## src/rtl/set_bit_serializer.sv

```systemverilog
// Serializes a vector into its set bits, one beat per accepted cycle: one-hot mask,
// binary index and last flag, in priority order (highest or lowest set bit first).
module set_bit_serializer #(
    parameter int unsigned WIDTH     = 8,
    parameter bit          MSB_FIRST = 1'b1,
    localparam int unsigned IDX_W    = $clog2(WIDTH)
) (
    input  logic             clk_i,
    input  logic             arst_n_i,
    input  logic [WIDTH-1:0] data_i,
    input  logic             data_val_i,
    output logic             busy_o,
    output logic [WIDTH-1:0] onehot_o,
    output logic [IDX_W-1:0] index_o,
    output logic             last_o,
    output logic             data_val_o,
    input  logic             ready_i
);

    localparam logic [0:0] ST_IDLE = 1'b0;
    localparam logic [0:0] ST_RUN  = 1'b1;

    logic [0:0]       state;
    logic [0:0]       state_nxt;
    logic [WIDTH-1:0] rem;
    logic [WIDTH-1:0] rem_nxt;
    logic [WIDTH-1:0] src;
    logic [WIDTH-1:0] pick_oh;
    logic [IDX_W-1:0] pick_idx;
    logic [WIDTH-1:0] onehot_nxt;
    logic [IDX_W-1:0] index_nxt;
    logic             last_nxt;
    logic             val_nxt;
    logic             out_free;

    // The output register can take a new beat when empty or being drained this cycle.
    assign out_free = !data_val_o || ready_i;
    assign busy_o   = (state == ST_RUN) || !out_free;
    assign src      = (state == ST_IDLE) ? data_i : rem;

    // Priority pick: later loop iterations override earlier ones.
    always_comb begin
        pick_oh  = '0;
        pick_idx = '0;
        if (MSB_FIRST) begin
            for (int i = 0; i < int'(WIDTH); i++) begin
                if (src[i]) begin
                    pick_oh    = '0;
                    pick_oh[i] = 1'b1;
                    pick_idx   = IDX_W'(i);
                end
            end
        end else begin
            for (int i = int'(WIDTH) - 1; i >= 0; i--) begin
                if (src[i]) begin
                    pick_oh    = '0;
                    pick_oh[i] = 1'b1;
                    pick_idx   = IDX_W'(i);
                end
            end
        end
    end

    // Next-state and next-beat logic; everything holds while the output is stalled.
    always_comb begin
        state_nxt  = state;
        rem_nxt    = rem;
        val_nxt    = data_val_o;
        onehot_nxt = onehot_o;
        index_nxt  = index_o;
        last_nxt   = last_o;
        if (out_free) begin
            val_nxt    = 1'b0;
            onehot_nxt = '0;
            index_nxt  = '0;
            last_nxt   = 1'b0;
            if ((state == ST_RUN) || data_val_i) begin
                rem_nxt    = src & ~pick_oh;
                val_nxt    = 1'b1;
                onehot_nxt = pick_oh;
                index_nxt  = pick_idx;
                last_nxt   = (rem_nxt == '0);
                state_nxt  = (rem_nxt == '0) ? ST_IDLE : ST_RUN;
            end
        end
    end

    always_ff @(posedge clk_i or negedge arst_n_i) begin
        if (!arst_n_i) begin
            state      <= ST_IDLE;
            rem        <= '0;
            data_val_o <= 1'b0;
            onehot_o   <= '0;
            index_o    <= '0;
            last_o     <= 1'b0;
        end else begin
            state      <= state_nxt;
            rem        <= rem_nxt;
            data_val_o <= val_nxt;
            onehot_o   <= onehot_nxt;
            index_o    <= index_nxt;
            last_o     <= last_nxt;
        end
    end

endmodule

```

## config.mk

```make
export PLATFORM = sky130hd
export DESIGN_NAME = set_bit_serializer
export DESIGN_NICKNAME = d
export VERILOG_FILES = /design/src/rtl/set_bit_serializer.sv
export SDC_FILE = /design/constraint.sdc
export NUM_CORES = 1
export LEC_CHECK = 0
export ABC_AREA = 1
export ABC_CLOCK_PERIOD_IN_PS = 1500
export CORE_MARGIN = 2
export CORE_UTILIZATION = 49
export CTS_CLUSTER_DIAMETER = 50
export DETAILED_ROUTE_END_ITERATION = 7
export PLACE_DENSITY = 0.78
export REMOVE_ABC_BUFFERS = 1
export SLEW_MARGIN = 20
export SYNTH_ARGS = -nofsm -noshare
export SYNTH_HDL_FRONTEND = slang
export SYNTH_SLANG_ARGS = --single-unit
```

## constraint.sdc

```tcl
create_clock -name clk_i -period 1.5 [get_ports clk_i]
set_clock_uncertainty 0.05 [all_clocks]
set_input_delay 0.3 -clock clk_i [delete_from_list [all_inputs] [get_ports clk_i]]
set_output_delay 0.3 -clock clk_i [all_outputs]
set_load 0.05 [all_outputs]
```

### Word-level counts from Yosys, hierarchy flattened

Index checks and enable logic that the tools add are counted.

* bits in latches: 0
* bits in registers: 22
* output and inout port bits: 14
* memories: 0
* ROM bits: 0
* RAM bits: 0
* logic and storage cells: 36

* reduce and logical (&&, ||, !) cells: 7
* $add $sub $neg: 0
* multipliers: 0
* div/mod/pow operators: 0
* bitwise operators: 2
* mux-type cells: 21
* equal/unequal tests: 0
* magnitude comparators: 0
* shift operators: 0

Operators by type and width (number)
* $mux 8: 7
* $mux 3: 7
* $and 8x8->8: 1
* $logic_not 8->1: 1
* $not 8->8: 1
* $mux 1: 5
* $mux 2: 2
* $logic_or 1x1->1: 3
* $logic_not 1->1: 2
* $reduce_and 2->1: 1

### Longest topological paths before layout

* depth in word-level cells: 13
* mapped depth: 10
* gate-level depth less buffers: 10

### Worst setup path before layout

Ideal clock, no wire load.

* path type: register to output
* from: reg data_val_o
* to: out busy_o
* data arrival time: 1701 ps
* path slack: -551 ps
* data required time: 1150 ps
* cell stages (with the launch flop): 6
* cell sequence: dfrtp_1 inv_1 nor2_1 clkbuf_1 inv_1 nand2_1

* cells in the longest elaborated chain, start to end: 4

Ends and longest elaborated chain
* start: declaration: RTL line 16 `output logic data_val_o,`
* start signal: assignment: RTL line 99 `data_val_o <= val_nxt;`
* $logic_not 1->1: RTL line 37 `assign out_free = !data_val_o || ready_i;`
* $logic_or 1x1->1: RTL line 37
* $logic_not 1->1: RTL line 38 `assign busy_o = (state == ST_RUN) || !out_free;`
* $logic_or 1x1->1: RTL line 38
* end: declaration: RTL line 12 `output logic busy_o,`

Every way passes these cells.

### Final worst setup path

* from: reg state
* to: reg index_o[0]

* cells in the longest elaborated chain, start to end: 9

Ends and longest elaborated chain
* start: declaration: RTL line 23 `logic [0:0] state;`
* start signal: assignment: RTL line 97 `state <= state_nxt;`
* $mux 8: RTL line 39 `assign src = (state == ST_IDLE) ? data_i : rem;`
* $mux 1: RTL line 47 `if (src[i]) begin`
* $mux 2: RTL line 47
* $mux 3 (5 in a row): RTL line 47
* $mux 3 *: RTL line 77 `if ((state == ST_RUN) || data_val_i) begin`
* end signal: assignment: RTL line 101 `index_o <= index_nxt;`
* end: declaration: RTL line 14 `output logic [IDX_W-1:0] index_o,`

Every way passes the cells marked *; elsewhere a longest branch is shown, timed or not.
A chain may end at the register's enable or synchronous reset.

==> flow_metrics.env <==
export IMPL_final_core_util_pct=87.8
export IMPL_critical_path_class="reg -> reg"
export IMPL_post_synth_num_cell_types=22
export IMPL_synth_top_cell_by_area="sky130_fd_sc_hd__dfrtp_1"
export IMPL_internal_power_w=0.00221
export IMPL_use_met1_pct=32.5
export IMPL_antenna_cells=0
export IMPL_synth_warnings=0
export IMPL_dpl_instance_area_um2=1690
export IMPL_total_switching_power_w=0.00222
export IMPL_critPathMaxFanout=5
export IMPL_port_bufs=25
export IMPL_area_growth_syn_to_layout_pct=70.5
export IMPL_setup_worst_path_start_class="register"
export IMPL_drv_cap=0
export IMPL_clkSinkCount=21
export IMPL_fmax_ghz=0.587
export IMPL_critPathMostFrequentCell="sky130_fd_sc_hd__nand2_1"
export IMPL_synthesis_instances=141
export IMPL_run_status="finished with violations"
export IMPL_crit_path_max_incr_delay_ns=0.48
export IMPL_synth_area_mux_share_pct=0
export IMPL_detailedRoute_firstIterationViolations=93
export IMPL_clock_power_share_pct=6.3
export IMPL_cts_path_max_buffers=2
export IMPL_synth_most_common_cell="sky130_fd_sc_hd__nand2_1"
export IMPL_drcViolationCount=0
export IMPL_die_area_um2=2730
export IMPL_grt_use_total_pct=26.3
export IMPL_yosys_most_used_dff="sky130_fd_sc_hd__dfrtp_1"
export IMPL_timing_critical_path_arrival_ns=1.88
export IMPL_fraction_of_registers_with_async_set_or_reset_after_synthesis_pct=100
export IMPL_power_density_nw_per_um2=2280
export IMPL_routed_wire_length_per_instance_um=21.1
export IMPL_design_portCount=26
export IMPL_post_route_worst_setup_slack_ns=-0.204
export IMPL_period_needed_ns=1.70
export IMPL_power_total_w=0.00442
export IMPL_first_pass_grt_wire_length_um=5200
export IMPL_multi_input_area_um2=611
export IMPL_grt_max_degree=22
export IMPL_rsz0062_at_grt="true"
export IMPL_die_height_um=52.2
export IMPL_antenna_violations_before_repair=0
export IMPL_combPwrFrac_pct=71.5
export IMPL_number_of_global_route_vias_before_repair=1176
export IMPL_detail_placement_hpwl_um=2320
export IMPL_failing_checks="negative setup slack"
export IMPL_grtUsageMet3_pct=2.57
export IMPL_report_final_hold_viol_count=0
export IMPL_finish_instance_area_um2=1940
export IMPL_total_standard_cell_area_after_synthesis_um2=1140
export IMPL_hold_slack_ns=0.265
export IMPL_synthAdderAreaFrac_pct=0
export IMPL_global_route_peak_usage_layer="met2"
export IMPL_synth_simple_gate_area_share_pct=32.3
export IMPL_globalRoute_totalOverflow=0
export IMPL_synth_sequential_area_ratio_pct=46.1
export IMPL_synth_top_cells_by_count="sky130_fd_sc_hd__nand2_1 (46), sky130_fd_sc_hd__dfrtp_1 (21), sky130_fd_sc_hd__inv_1 (18), sky130_fd_sc_hd__nor2_1 (10), sky130_fd_sc_hd__o21ai_0 (8)"
export IMPL_clk_latency_ns=0.31
export IMPL_cp_end_kind="register"
export IMPL_maxSlewViolCount=0
export IMPL_vdd_drop_max_mv=1.56
export IMPL_viasPerCell=5.98
export IMPL_timing_worst_slew_pin_value_ns=0.259
export IMPL_totalNegativeSetupSlack_ns=-1.29
export IMPL_synth_compound_area_share_pct=11.7
export IMPL_sequential_standard_cell_area_um2=527
export IMPL_cts_root_buffer_cell="sky130_fd_sc_hd__clkbuf_4"
export IMPL_first_pass_drt_iterations=4
export IMPL_routed_via_count=1345
export IMPL_total_core_area_um2=2210
export IMPL_cts_tree="built"
export IMPL_groute_layer_met2_usage_pct=47.0
export IMPL_swShare_pct=50.1
export IMPL_final_antenna_net_count=0
export IMPL_layout_nets=210
export IMPL_postSynthRegisterBits=21
export IMPL_cts_reportedPaths_clkPinSlew_ns=0.12
export IMPL_dominant_combinational_cell_family_by_area_after_synthesis="simple AND/OR/NAND/NOR gates"
export IMPL_yosysTopAreaCellShare_pct=46.1
export IMPL_critical_path_required_ns=1.67
export IMPL_ctsHoldBuffers=0
export IMPL_cellLeakagePower_nw=0.976
export IMPL_drt_wl_total_um=4740
export IMPL_fillers=101
export IMPL_average_instance_area_after_synthesis_um2=8.08
export IMPL_post_synth_xor_area_fraction_pct=0
export IMPL_hold_path_class="in -> async"
export IMPL_core_rowCount=17
export IMPL_pwr_share_seq_pct=22.3
export IMPL_timing_critical_path_cells="clkinv_2, nand2_1, nand2_1, nand2_2, buf_4, a31oi_2, nand3_1, o211ai_2"
export IMPL_synth_enable_flop_cells=0
export IMPL_die_width_um=52.2
export IMPL_final_layout_size_suffix_gt1_share_pct=46.2
export IMPL_period_share_pct=114
export IMPL_number_of_setup_violations_in_the_final_report=18
export IMPL_synth_area_top_cells="sky130_fd_sc_hd__dfrtp_1 (46%), sky130_fd_sc_hd__nand2_1 (15%), sky130_fd_sc_hd__inv_1 (5.9%)"
export IMPL_htree_num_levels=1
export IMPL_timing_max_slew_rel_slack_pct=82.6
export IMPL_tritoncts_num_buffers=3
export IMPL_initial_utilization_pct=51.5
export IMPL_finalWeightedCongestion=0.898
export IMPL_worst_path_max_delay_cell="sky130_fd_sc_hd__dfrtp_2"
power by group through the flow:
stage	Combinational, W	Sequential (W)	Clock, W
after floorplan	0.000917	0.00131	0
after global placement	0.00235	0.000944	0
after detailed placement	0.00244	0.000959	0
after CTS	0.00252	0.000950	0.000283
after global routing	0.00327	0.000995	0.000306
final	0.00316	0.000984	0.000278
timing repair:
item,in CTS,in global routing
resized for setup,6,40
buffers inserted,4,3
gates cloned,0,3
endpoints found under the setup margin,5,13
pin swaps,1,5
worst max-delay path, delay by kind of cell, from the launching register on:
kind | cells | cell delay (ns)
flip-flops | 1 | 0.48
buffers and inverters | 2 | 0.27
AND/OR/NAND/NOR | 4 | 0.51
AO/OA/AOI/OAI | 2 | 0.30
per-stage QoR:
step	cells	setup slack, ns
6_report	225	-0.204
5_1_grt	225	-0.226
4_1_cts	219	-0.0690
3_5_place_dp	211	-0.218
3_3_place_gp	211	-0.167
2_1_floorplan	137	-0.572
final timing paths:
check                           startpoint    endpoint  slack [ns]  cells after the start
worst max-delay path                 state  index_o[0]       -0.20                      8
worst min register to register      rem[4]      rem[4]        0.47                      2
max in group asynchronous         arst_n_i       state        0.91                      2
worst min-delay path              arst_n_i      rem[1]        0.27                      2
worst max register to register       state  index_o[0]       -0.20                      8
min in group clk_i                  rem[4]      rem[4]        0.47                      2
kinds of logic after synthesis:
group | Yosys count
and+or+nand+nor | 74
DFF | 21
AOI/OAI and AO/OA | 22
buffers and inverters | 24
final cells by class:
cell class / instances / share of cell area, %
timing repair inverter: 1 / 0.258
inverter: 20 / 4.25
clock inverter: 1 / 0.258
multi-input combinational: 96 / 31.4
sequential: 21 / 27.1
clock buffer: 3 / 1.16
timing repair buffer: 55 / 33.7
tap: 28 / 1.80
sequential cells by signal (all words and copies together) (netlist names):
| name | count |
|---|---|
| onehot_o | 8 |
| last_o | 1 |
| data_val_o | 1 |
| index_o | 3 |
| rem | 7 |
| state | 1 |
per-layer routing:
layer	up-vias	wire [µm]
li1	552	-
met1	639	1730
met2	111	2230
met3	43	433
met4	0	343
met5	-	0
layout by cell type (no fill, tap or decap):
cell type and n:
sky130_fd_sc_hd__a32o_1 2, sky130_fd_sc_hd__a31oi_2 1, sky130_fd_sc_hd__clkbuf_16 1, sky130_fd_sc_hd__o211ai_2 1, sky130_fd_sc_hd__o21ai_0 4, sky130_fd_sc_hd__nand2_4 7, sky130_fd_sc_hd__buf_6 4, sky130_fd_sc_hd__a21oi_1 1
sky130_fd_sc_hd__a21oi_2 1, sky130_fd_sc_hd__nor2_2 4, sky130_fd_sc_hd__nor2_1 4, sky130_fd_sc_hd__clkbuf_4 3, sky130_fd_sc_hd__clkdlybuf4s50_1 11, sky130_fd_sc_hd__nand2_1 37, sky130_fd_sc_hd__clkinv_2 2, sky130_fd_sc_hd__clkinv_4 1
sky130_fd_sc_hd__nand3_4 1, sky130_fd_sc_hd__nor2_8 1, sky130_fd_sc_hd__dfrtp_1 20, sky130_fd_sc_hd__nand2_2 12, sky130_fd_sc_hd__o31ai_1 1, sky130_fd_sc_hd__inv_2 2, sky130_fd_sc_hd__buf_8 1, sky130_fd_sc_hd__dfrtp_2 1
sky130_fd_sc_hd__nand3_1 2, sky130_fd_sc_hd__buf_4 24, sky130_fd_sc_hd__o21ai_2 2, sky130_fd_sc_hd__inv_4 1, sky130_fd_sc_hd__buf_12 14, sky130_fd_sc_hd__o21ai_1 8, sky130_fd_sc_hd__nand3_2 2, sky130_fd_sc_hd__inv_1 16
sky130_fd_sc_hd__nor2_4 4, sky130_fd_sc_hd__o31ai_4 1
(Power assumes the default switching activity.)
